$ cat config.mk
export PLATFORM = sky130hd
export DESIGN_NAME = mcdf_formatter
export DESIGN_NICKNAME = d
export VERILOG_FILES = /design/src/rtl/mcdf_formatter.sv
export SDC_FILE = /design/constraint.sdc
export NUM_CORES = 1
export LEC_CHECK = 0
export ABC_AREA = 0
export CAP_MARGIN = 25
export CELL_PAD_IN_SITES_DETAIL_PLACEMENT = 0
export CELL_PAD_IN_SITES_GLOBAL_PLACEMENT = 1
export CORE_UTILIZATION = 55
export DETAILED_ROUTE_END_ITERATION = 8
export HOLD_SLACK_MARGIN = 0.05
export PLACE_DENSITY_LB_ADDON = 0.2
export RECOVER_POWER = 50
export SYNTH_ARGS = -nofsm -noshare
export SYNTH_HDL_FRONTEND = slang
export SYNTH_SLANG_ARGS = --single-unit
$ cat constraint.sdc
create_clock -name clk -period 4.2 [get_ports clk]
set_clock_uncertainty 0.15 [all_clocks]
set_input_delay 0.84 -clock clk [delete_from_list [all_inputs] [get_ports clk]]
set_output_delay 0.84 -clock clk [all_outputs]
set_load 0.02 [all_outputs]
$ cat src/rtl/mcdf_formatter.sv
// Single-packet formatter: buffers len words from one arbiter channel, requests the bus, then streams them with framing.
// Backpressure: fmt_ready drops while another channel is selected and during REQ/SEND; optional FMT_PARITY_EN adds fmt_parity.
module mcdf_formatter #(
  parameter int FIFO_WIDE = 32,
  parameter int BUF_DEPTH = 32
) (
  input  logic                 clk,
  input  logic                 rst_n,
  input  logic [1:0]           arb_ch_chosen,
  input  logic [FIFO_WIDE-1:0] arb_data_in,
  input  logic                 arb_valid,
  output logic                 fmt_ready,
  input  logic [1:0]           fmt_ch0_len,
  input  logic [1:0]           fmt_ch1_len,
  input  logic [1:0]           fmt_ch2_len,
  input  logic                 fmt_grant,
  output logic                 fmt_req,
  output logic                 fmt_send,
  output logic                 fmt_start,
  output logic                 fmt_end,
  output logic [FIFO_WIDE-1:0] fmt_data,
  output logic [1:0]           fmt_chid,
  output logic [5:0]           fmt_length
`ifdef FMT_PARITY_EN
  ,
  output logic                 fmt_parity
`endif
);

  localparam int AW = $clog2(BUF_DEPTH);

  typedef enum logic [1:0] {IDLE, COLLECT, REQ, SEND} state_t;

  state_t               state;
  logic [1:0]           chid_q;
  logic [5:0]           len_q;
  logic [5:0]           cnt;
  logic [AW-1:0]        wr_ptr;
  logic [AW-1:0]        rd_ptr;
  logic [AW-1:0]        wr_idx;
  logic [FIFO_WIDE-1:0] buf_mem [BUF_DEPTH];
  logic [1:0]           sel_code;
  logic [5:0]           sel_len;
  logic                 xfer;

  always_comb begin
    sel_code = fmt_ch2_len;
    case (arb_ch_chosen)
      2'd0:    sel_code = fmt_ch0_len;
      2'd1:    sel_code = fmt_ch1_len;
      default: sel_code = fmt_ch2_len;
    endcase
    sel_len = 6'd4 << sel_code;
  end

  // chid_q never holds 2'b11, so the "none" selection is rejected while collecting.
  assign fmt_ready = rst_n && ((state == IDLE) ||
                               (state == COLLECT && arb_ch_chosen == chid_q));
  assign xfer      = fmt_ready && arb_valid && (arb_ch_chosen != 2'b11);
  assign wr_idx    = (state == IDLE) ? '0 : wr_ptr;

  always_ff @(posedge clk) begin
    if (xfer) buf_mem[wr_idx] <= arb_data_in;
  end

  always_ff @(posedge clk or negedge rst_n) begin
    if (!rst_n) begin
      state      <= IDLE;
      chid_q     <= '0;
      len_q      <= '0;
      cnt        <= '0;
      wr_ptr     <= '0;
      rd_ptr     <= '0;
      fmt_req    <= 1'b0;
      fmt_send   <= 1'b0;
      fmt_start  <= 1'b0;
      fmt_end    <= 1'b0;
      fmt_data   <= '0;
      fmt_chid   <= '0;
      fmt_length <= '0;
`ifdef FMT_PARITY_EN
      fmt_parity <= 1'b0;
`endif
    end else begin
      case (state)
        IDLE: begin
          if (xfer) begin
            chid_q     <= arb_ch_chosen;
            len_q      <= sel_len;
            fmt_chid   <= arb_ch_chosen;
            fmt_length <= sel_len;
            cnt        <= 6'd1;
            wr_ptr     <= AW'(1);
            state      <= COLLECT;
          end
        end
        COLLECT: begin
          if (xfer) begin
            cnt    <= cnt + 6'd1;
            wr_ptr <= wr_ptr + AW'(1);
            if (cnt + 6'd1 == len_q) begin
              state   <= REQ;
              fmt_req <= 1'b1;
            end
          end
        end
        REQ: begin
          // Word 0 is loaded on the grant edge so the first send cycle carries data.
          if (fmt_grant) begin
            state     <= SEND;
            fmt_req   <= 1'b0;
            fmt_send  <= 1'b1;
            fmt_start <= 1'b1;
            fmt_end   <= (len_q == 6'd1);
            fmt_data  <= buf_mem[AW'(0)];
            cnt       <= '0;
            rd_ptr    <= '0;
`ifdef FMT_PARITY_EN
            fmt_parity <= ^buf_mem[AW'(0)];
`endif
          end
        end
        SEND: begin
          if (cnt == len_q - 6'd1) begin
            state     <= IDLE;
            fmt_send  <= 1'b0;
            fmt_start <= 1'b0;
            fmt_end   <= 1'b0;
            fmt_data  <= '0;
`ifdef FMT_PARITY_EN
            fmt_parity <= 1'b0;
`endif
          end else begin
            cnt       <= cnt + 6'd1;
            rd_ptr    <= rd_ptr + AW'(1);
            fmt_start <= 1'b0;
            fmt_end   <= (cnt + 6'd1 == len_q - 6'd1);
            fmt_data  <= buf_mem[rd_ptr + AW'(1)];
`ifdef FMT_PARITY_EN
            fmt_parity <= ^buf_mem[rd_ptr + AW'(1)];
`endif
          end
        end
        default: state <= IDLE;
      endcase
    end
  end

endmodule

==> summary.json, run 1 <==
{
  "clkLatencyLatePin": {"value": 0.66, "unit": "ns"},
  "timing.max_cap.violations": {"value": 29},
  "maximum_root_to_sink_buffer_count": {"value": 3},
  "floorplan.die.height": {"value": 280, "unit": "um"},
  "core_area": {"value": 0.0762, "unit": "mm^2"},
  "cell_with_the_most_instances_after_synthesis": {"value": "sky130_fd_sc_hd__edfxtp_1"},
  "critical_path.endpoint_type": {"value": "output pin"},
  "growth_of_design_area_from_synthesis_to_finish": {"value": 15.4, "unit": "%"},
  "final_core_util": {"value": 64.5, "unit": "%"},
  "fin_nets": {"value": 2292},
  "detail_route.wirelength": {"value": 98200, "unit": "um"},
  "place_hpwl": {"value": 60400, "unit": "um"},
  "root_driver": {"value": "sky130_fd_sc_hd__clkbuf_16"},
  "hold-worst-slack": {"value": 0.236, "unit": "ns"},
  "timing.critical_path.fanout_max": {"value": 5},
  "n_antenna_cell": {"value": 0},
  "rows": {"value": 101},
  "buffer_ports.inserted": {"value": 86},
  "peakVddDrop": {"value": 0.731, "unit": "mV"},
  "post_drt_wl_per_cell": {"value": 29.3, "unit": "um"},
  "ys_top_cells_by_count": {"value": "1,024 x sky130_fd_sc_hd__edfxtp_1, 256 x sky130_fd_sc_hd__mux4_2, 91 x sky130_fd_sc_hd__nand2_1"},
  "synth-async-reset-ratio": {"value": 5.54, "unit": "%"},
  "first_pass_grt_wire_length": {"value": 145000, "unit": "um"},
  "min_period_over_period": {"value": 87.7, "unit": "%"},
  "synth.avg_cell_area": {"value": 20.9, "unit": "um^2"},
  "fmax": {"value": 272, "unit": "MHz"},
  "cts.repair_timing.setup_buffer_count": {"value": 0},
  "yosys.cell_types.count": {"value": 51},
  "vias_in_the_first_global_route": {"value": 21100},
  "final-setup-viol-count": {"value": 0},
  "layout-drive-gt1-share": {"value": 26.8, "unit": "%"},
  "rr_endpoint": {"value": "buf_mem[16][14]"},
  "post-synth-top-area-cell": {"value": "sky130_fd_sc_hd__edfxtp_1"},
  "worstHoldPathType": {"value": "in2async"},
  "crit_required": {"value": 3.21, "unit": "ns"},
  "setup_repair_after_global_routing_missed_its_margin": {"value": "no"},
  "gp_routability_congestion": {"value": 0.795},
  "timing.final.hold_violations": {"value": 0},
  "drt-vias-per-instance": {"value": 6.20},
  "dieArea": {"value": 0.0785, "unit": "mm^2"},
  "post-route-cell-area": {"value": 0.0491, "unit": "mm^2"},
  "netlist.area_leader.share": {"value": 72.3, "unit": "%"},
  "cts_inserted_buffers": {"value": 107},
  "synthesis.instances": {"value": 2033},
  "cts_repair_resize_count": {"value": 0},
  "start_kind": {"value": "input port"},
  "crit_slowest_cell": {"value": "sky130_fd_sc_hd__dlygate4sd3_1"},
  "ctsHoldBuffers": {"value": 0},
  "antenna_found_initial": {"value": 0},
  "grt_start_max_net_pins": {"value": 129},
  "final_max_slew_viol_count": {"value": 954},
  "clock-sinks": {"value": 1084},
  "detail-route-antenna-nets": {"value": 0},
  "netlist_top_cells_area": {"value": "sky130_fd_sc_hd__edfxtp_1 72%, sky130_fd_sc_hd__mux4_2 14%, sky130_fd_sc_hd__dfrtp_1 3.5%"},
  "htree_levels": {"value": 3},
  "path_cells": {"value": "dlygate4sd3_1, xnor2_1, and3_1, o21a_1, clkdlybuf4s50_1"},
  "pwr_density_cell": {"value": 674, "unit": "mW/mm^2"},
  "tritoncts_clock_tree": {"value": "done"},
  "gr_ovfl_total": {"value": 0},
  "detail_route.first_pass.iterations": {"value": 7},
  "yosysWarningCount": {"value": 0},
  "leakage": {"value": 16.0, "unit": "nW"},
  "worstReg2RegStart": {"value": "state[0]"},
  "grt_util_all_layers": {"value": 25.8, "unit": "%"},
  "report.power.total": {"value": 33.1, "unit": "mW"},
  "dr_total_vias": {"value": 20800},
  "failing_checks": {"value": "capacitance limit, slew limit"},
  "synth_flop_cell": {"value": "sky130_fd_sc_hd__edfxtp_1"},
  "cpPeakStageDelay": {"value": 0.65, "unit": "ns"},
  "timing.max_slew.rel_slack": {"value": -39.6, "unit": "%"},
  "reg2reg_depth": {"value": 7},
  "first_iter_violations": {"value": 2125},
  "post_layout_minimum_cycle_time": {"value": 3.68, "unit": "ns"},
  "pin_count": {"value": 89},
  "worst_ep_arrival_time": {"value": 2.69, "unit": "ns"},
  "cts.reportedPaths.clkPinSlew": {"value": 0.06, "unit": "ns"},
  "placed_area": {"value": 0.0458, "unit": "mm^2"},
  "ys_ff_latch": {"value": 1084},
  "drcViolationCount": {"value": 0},
  "worstMarginPinSlew": {"value": 2.09, "unit": "ns"},
  "regToRegSetupSlack": {"value": 0.70, "unit": "ns"},
  "yosysSeqAreaShare": {"value": 75.8, "unit": "%"},
  "path_class": {"value": "in2out"},
  "netlist_area": {"value": 0.0426, "unit": "mm^2"},
  "die_width": {"value": 280, "unit": "um"},
  "fin_setup_tns": {"value": 0, "unit": "ns"},
  "run_status": {"value": "complete, but fails checks"},
  "initial_utilization": {"value": 55.8, "unit": "%"},
  "synth_edf_count": {"value": 1024}
}
[layer usage]
layer	wire, um	vias up	track usage, %
met5	0	-	0
met2	48600	779	41.3
met3	6340	133	3.94
met4	2360	0	7.44
met1	40800	11000	37.5
li1	-	8824	-
[how the worst max path moves through the flow]
stage,start,to,slack [ns],depth (start not counted)
after detailed placement,arb_ch_chosen[0],buf_mem[18][9],0.31,8
after global placement,arb_ch_chosen[0],buf_mem[18][9],0.39,8
final,arb_ch_chosen[0],fmt_ready,0.52,5
after global routing,arb_ch_chosen[0],fmt_ready,0.40,5
after CTS,arb_ch_chosen[0],fmt_ready,0.59,5
after floorplan,arb_ch_chosen[1],buf_mem[19][0],0.26,7
[worst max-delay path: cells and delay by family]
| family | cells | cell delay [ns] |
|---|---|---|
| AO/OA/AOI/OAI | 1 | 0.14 |
| buffers and inverters | 2 | 1.25 |
| XOR/XNOR | 1 | 0.23 |
| AND/OR/NAND/NOR | 1 | 0.23 |
[cells in the final DEF, fill, tap and decap left out, types with 14 or more instances in the layout]
cell type,instances
sky130_fd_sc_hd__mux4_2,256
sky130_fd_sc_hd__clkbuf_16,108
sky130_fd_sc_hd__dlygate4sd3_1,29
sky130_fd_sc_hd__a21oi_1,35
sky130_fd_sc_hd__nand2_1,91
sky130_fd_sc_hd__buf_4,70
sky130_fd_sc_hd__o211ai_1,67
sky130_fd_sc_hd__edfxtp_1,1024
sky130_fd_sc_hd__mux2_2,69
sky130_fd_sc_hd__nand3_1,47
sky130_fd_sc_hd__dfrtp_1,59
sky130_fd_sc_hd__buf_12,30
sky130_fd_sc_hd__o21ai_0,22
sky130_fd_sc_hd__nor2_1,14
sky130_fd_sc_hd__nor2_4,32
sky130_fd_sc_hd__mux2i_1,69
sky130_fd_sc_hd__nor3b_1,32
sky130_fd_sc_hd__clkinv_1,24
sky130_fd_sc_hd__clkbuf_1,55
sky130_fd_sc_hd__clkdlybuf4s50_1,50
sky130_fd_sc_hd__clkinv_2,17
[state kept, by name, indices dropped and copies added (netlist names)]
name	cells
buf_mem	1024
chid_q	2
cnt	6
fmt_data	32
fmt_end	1
fmt_req	1
fmt_send	1
fmt_start	1
len_q	4
rd_ptr	5
state	2
wr_ptr	5
[per-stage QoR]
step	worst slack (ns)	cells
after floorplan	0.258	2034
after global placement	0.392	3159
after detailed placement	0.315	3159
after CTS	0.586	3352
after global routing	0.403	3353
final	0.518	3353
[layout make-up]
cell class,count,area [um^2]
flip-flops and latches,1084,32300
fillers,4986,27100
inverters,8,30.0
multi-input cells,825,10100
clock buffers,130,2800
well taps,1030,1290
repair buffers,213,2040
clock inverters,63,647
[power breakdown]
group | internal [mW] | switching [mW]
combinational | 4.98 | 6.12
clock | 5.51 | 3.90
sequential | 12.2 | 0.439
[kinds of logic after synthesis]
| logic type | Yosys count | share of synthesized area [%] |
|---|---|---|
| buffers and inverters | 125 | 1.26 |
| xor gates and xnor gates | 18 | 0.406 |
| other | 1 | 0.00881 |
| muxes | 395 | 17.0 |
| and+or+nand+nor | 254 | 2.95 |
| adders and majority gates | 9 | 0.265 |
| DFF | 1084 | 75.8 |
| AOI/OAI and AO/OA | 147 | 2.31 |
(Power assumes the default switching activity.)
==> run 2: changes to the inputs <==
- CORE_UTILIZATION: 55 -> 45
- CTS_BUF_LIST: default -> sky130_fd_sc_hd__clkbuf_4
- MAX_ROUTING_LAYER: default -> met4
==> summary.json, run 2 (synthesized netlist as in run 1, its figures left out) <==
{
  "run_status": {"value": "complete, but fails checks", "change": "unchanged"},
  "failing_checks": {"value": "capacitance limit, slew limit", "change": "unchanged"},
  "pin_count": {"value": 89, "change": "unchanged"},
  "timing.critical_path.fanout_max": {"value": 9, "change": "was 5"},
  "detail_route.first_pass.iterations": {"value": 5, "change": "was 7"},
  "clkLatencyLatePin": {"value": 1.13, "unit": "ns", "change": "was 0.66 ns"},
  "final_core_util": {"value": 53.3, "unit": "%", "change": "was 64.5%"},
  "dr_total_vias": {"value": 21700, "change": "was 20,800"},
  "worst_ep_arrival_time": {"value": 2.98, "unit": "ns", "change": "was 2.69 ns"},
  "cts.reportedPaths.clkPinSlew": {"value": 0.06, "unit": "ns", "change": "about the same"},
  "gp_routability_congestion": {"value": 0.791, "change": "was 0.795"},
  "detail_route.wirelength": {"value": 106000, "unit": "um", "change": "was 98,200 um"},
  "layout-drive-gt1-share": {"value": 35.4, "unit": "%", "change": "was 26.8%"},
  "cpPeakStageDelay": {"value": 0.61, "unit": "ns", "change": "was 0.65 ns"},
  "start_kind": {"value": "flop", "change": "was input port"},
  "leakage": {"value": 16.6, "unit": "nW", "change": "was 16.0 nW"},
  "cts_inserted_buffers": {"value": 296, "change": "was 107"},
  "buffer_ports.inserted": {"value": 86, "change": "unchanged"},
  "antenna_found_initial": {"value": 3, "change": "was 0"},
  "multi_input_area": {"value": 0.0101, "unit": "mm^2", "change": "about the same"},
  "tritoncts_clock_tree": {"value": "done", "change": "unchanged"},
  "drt-vias-per-instance": {"value": 5.59, "change": "was 6.20"},
  "htree_levels": {"value": 5, "change": "was 3"},
  "critical_path.endpoint_type": {"value": "output pin", "change": "unchanged"},
  "timing.max_slew.rel_slack": {"value": -25.7, "unit": "%", "change": "was -39.6%"},
  "gr_ovfl_total": {"value": 0, "change": "unchanged"},
  "core_area": {"value": 0.0935, "unit": "mm^2", "change": "was 0.0762 mm^2"},
  "timing.max_cap.violations": {"value": 35, "change": "was 29"},
  "largest_register_ffs": {"value": 1024, "change": "unchanged"},
  "fin_nets": {"value": 2489, "change": "was 2,292"},
  "cts.repair_timing.setup_buffer_count": {"value": 0, "change": "unchanged"},
  "hold_path.startpoint": {"value": "fmt_ch2_len[0]"},
  "top_register": {"value": "buf_mem", "change": "unchanged"},
  "floorplan.die.height": {"value": 310, "unit": "um", "change": "was 280 um"},
  "die_width": {"value": 310, "unit": "um", "change": "was 280 um"},
  "first_pass_grt_wire_length": {"value": 156000, "unit": "um", "change": "was 145,000 um"},
  "clock-sinks": {"value": 1084, "change": "unchanged"},
  "place.detailed.instances": {"value": 3389, "change": "was 3,159"},
  "min_period_over_period": {"value": 94.5, "unit": "%", "change": "was 87.7%"},
  "setup_repair_after_global_routing_missed_its_margin": {"value": "no", "change": "unchanged"},
  "growth_of_design_area_from_synthesis_to_finish": {"value": 17.1, "unit": "%", "change": "was 15.4%"},
  "worstReg2RegStart": {"value": "state[0]", "change": "unchanged"},
  "num-fill-cells": {"value": 7397, "change": "was 4,986"},
  "critical_path.startpoint": {"value": "state[1]", "change": "was arb_ch_chosen[0]"},
  "place_hpwl": {"value": 64400, "unit": "um", "change": "was 60,400 um"},
  "grt_util_all_layers": {"value": 23.6, "unit": "%", "change": "was 25.8%"},
  "crit_slowest_cell": {"value": "sky130_fd_sc_hd__clkdlybuf4s50_1", "change": "was sky130_fd_sc_hd__dlygate4sd3_1"},
  "cts_repair_resize_count": {"value": 0, "change": "unchanged"},
  "post_layout_minimum_cycle_time": {"value": 3.97, "unit": "ns", "change": "was 3.68 ns"},
  "maximum_root_to_sink_buffer_count": {"value": 4, "change": "was 3"},
  "mostFrequentLayoutCell": {"value": "sky130_fd_sc_hd__edfxtp_1", "change": "unchanged"},
  "final_max_slew_viol_count": {"value": 1139, "change": "was 954"},
  "regArea": {"value": 0.0323, "unit": "mm^2", "change": "unchanged"},
  "top_regs": {"value": "buf_mem x1024, fmt_data x32, cnt x6", "change": "unchanged"},
  "peakVddDrop": {"value": 0.513, "unit": "mV", "change": "was 0.731 mV"},
  "post_drt_wl_per_cell": {"value": 27.4, "unit": "um", "change": "was 29.3 um"},
  "fin_setup_tns": {"value": 0, "unit": "ns", "change": "unchanged"},
  "worstHoldPathType": {"value": "in2reg", "change": "was in2async"},
  "worstMarginPinSlew": {"value": 1.89, "unit": "ns", "change": "was 2.09 ns"},
  "final-setup-viol-count": {"value": 0, "change": "unchanged"},
  "path_cells": {"value": "inv_1, ha_1, and3_1, o21a_1, clkdlybuf4s50_1", "change": "was dlygate4sd3_1, xnor2_1, and3_1, o21a_1, clkdlybuf4s50_1"},
  "rows": {"value": 112, "change": "was 101"},
  "fmax": {"value": 252, "unit": "MHz", "change": "was 272 MHz"},
  "initial_utilization": {"value": 45.5, "unit": "%", "change": "was 55.8%"},
  "crit_required": {"value": 3.21, "unit": "ns", "change": "about the same"},
  "path_class": {"value": "reg2out", "change": "was in2out"},
  "pwr_density_cell": {"value": 661, "unit": "mW/mm^2", "change": "was 674 mW/mm^2"},
  "layout_cells_excl_fill": {"value": 3882, "change": "was 3,353"},
  "commonest_non_fill_non_tap_cells_in_the_layout": {"value": "1,024 x sky130_fd_sc_hd__edfxtp_1, 447 x sky130_fd_sc_hd__clkbuf_4, 256 x sky130_fd_sc_hd__mux4_2", "change": "was 1,024 x sky130_fd_sc_hd__edfxtp_1, 256 x sky130_fd_sc_hd__mux4_2, 108 x sky130_fd_sc_hd__clkbuf_16"},
  "grt_start_max_net_pins": {"value": 129, "change": "unchanged"},
  "root_driver": {"value": "sky130_fd_sc_hd__clkbuf_4", "change": "was sky130_fd_sc_hd__clkbuf_16"},
  "dieArea": {"value": 0.0958, "unit": "mm^2", "change": "was 0.0785 mm^2"},
  "detail-route-antenna-nets": {"value": 0, "change": "unchanged"},
  "vias_in_the_first_global_route": {"value": 23300, "change": "was 21,100"},
  "regToRegSetupSlack": {"value": 0.57, "unit": "ns", "change": "was 0.70 ns"},
  "first_iter_violations": {"value": 1616, "change": "was 2,125"},
  "timing.final.hold_violations": {"value": 0, "change": "unchanged"},
  "drcViolationCount": {"value": 0, "change": "unchanged"}
}
==> run 2: cell count changes in the layout (fill, tap and decap cells not counted), moves of 4 or more <==
cell,previous run,this run
sky130_fd_sc_hd__clkinv_1,24,28
sky130_fd_sc_hd__clkinvlp_4,4,0
sky130_fd_sc_hd__buf_12,30,46
sky130_fd_sc_hd__clkbuf_1,55,39
sky130_fd_sc_hd__clkbuf_16,108,0
sky130_fd_sc_hd__bufinv_16,13,3
sky130_fd_sc_hd__inv_2,0,8
sky130_fd_sc_hd__dlygate4sd3_1,29,34
sky130_fd_sc_hd__clkinv_2,17,3
sky130_fd_sc_hd__clkbuf_4,0,447
sky130_fd_sc_hd__buf_4,70,48
==> run 2: worst max-delay path, delay by kind of cell (launching register included) <==
kind,cells,cell delay (ns)
buf+inv,2,0.70
flops,1,0.41
fa+ha+maj,1,0.39
simple gates,1,0.29
compound gates,1,0.12
==> run 2: timing repair <==
action / CTS / global route
hold buffers: 3 / 0
endpoints found under the setup margin: 0 / 0
hold endpoints to repair: 38 / 0
==> run 2: per-stage QoR <==
stage / cell area, um^2 / total power, mW / hold slack [ns] / setup WS [ns]
after floorplan: 42600 / 20.0 / 0.320 / 0.258
after global placement: 46400 / 24.2 / 0.332 / 0.563
after detailed placement: 46400 / 24.3 / 0.345 / 0.580
after CTS: 50000 / 33.4 / 0.141 / 0.113
after global routing: 49800 / 34.5 / 0.219 / 0.0501
final: 49800 / 32.9 / 0.299 / 0.229
==> run 2: layout make-up <==
| class | instances | share of cell area [%] |
|---|---|---|
| Antenna cell | 1 | 0.00502 |
| Clock buffer | 447 | 6.74 |
| Clock inverter | 42 | 0.482 |
| Inverter | 8 | 0.0603 |
| Multi-Input combinational cell | 825 | 20.2 |
| Sequential cell | 1084 | 64.7 |
| Tap cell | 1254 | 3.15 |
| Timing Repair Buffer | 221 | 4.62 |
==> run 2: final timing paths <==
kind,end,cells past startpoint
setup / recovery,fmt_ready,5
hold / removal,len_q[5],4
setup reg to reg,buf_mem[8][30],7
hold reg to reg,fmt_data[14],2
max in group asynchronous,rd_ptr[0],3
min in group asynchronous,chid_q[0],3
==> run 2: metal layers <==
| metal | routed length (um) | part of all wire (%) | GRT usage (%) |
|---|---|---|---|
| met1 | 44200 | 42 | 30.1 |
| met2 | 53900 | 51 | 37.6 |
| met3 | 5310 | 5.0 | 4.93 |
| met4 | 2860 | 2.7 | 8.42 |
| met5 | 0 | 0 | - |
==> run 2: power breakdown <==
group | internal [mW] | switching (mW)
Combinational | 4.94 | 6.28
Sequential | 12.1 | 0.451
Clock | 4.99 | 4.13
Total | 22.1 | 10.9
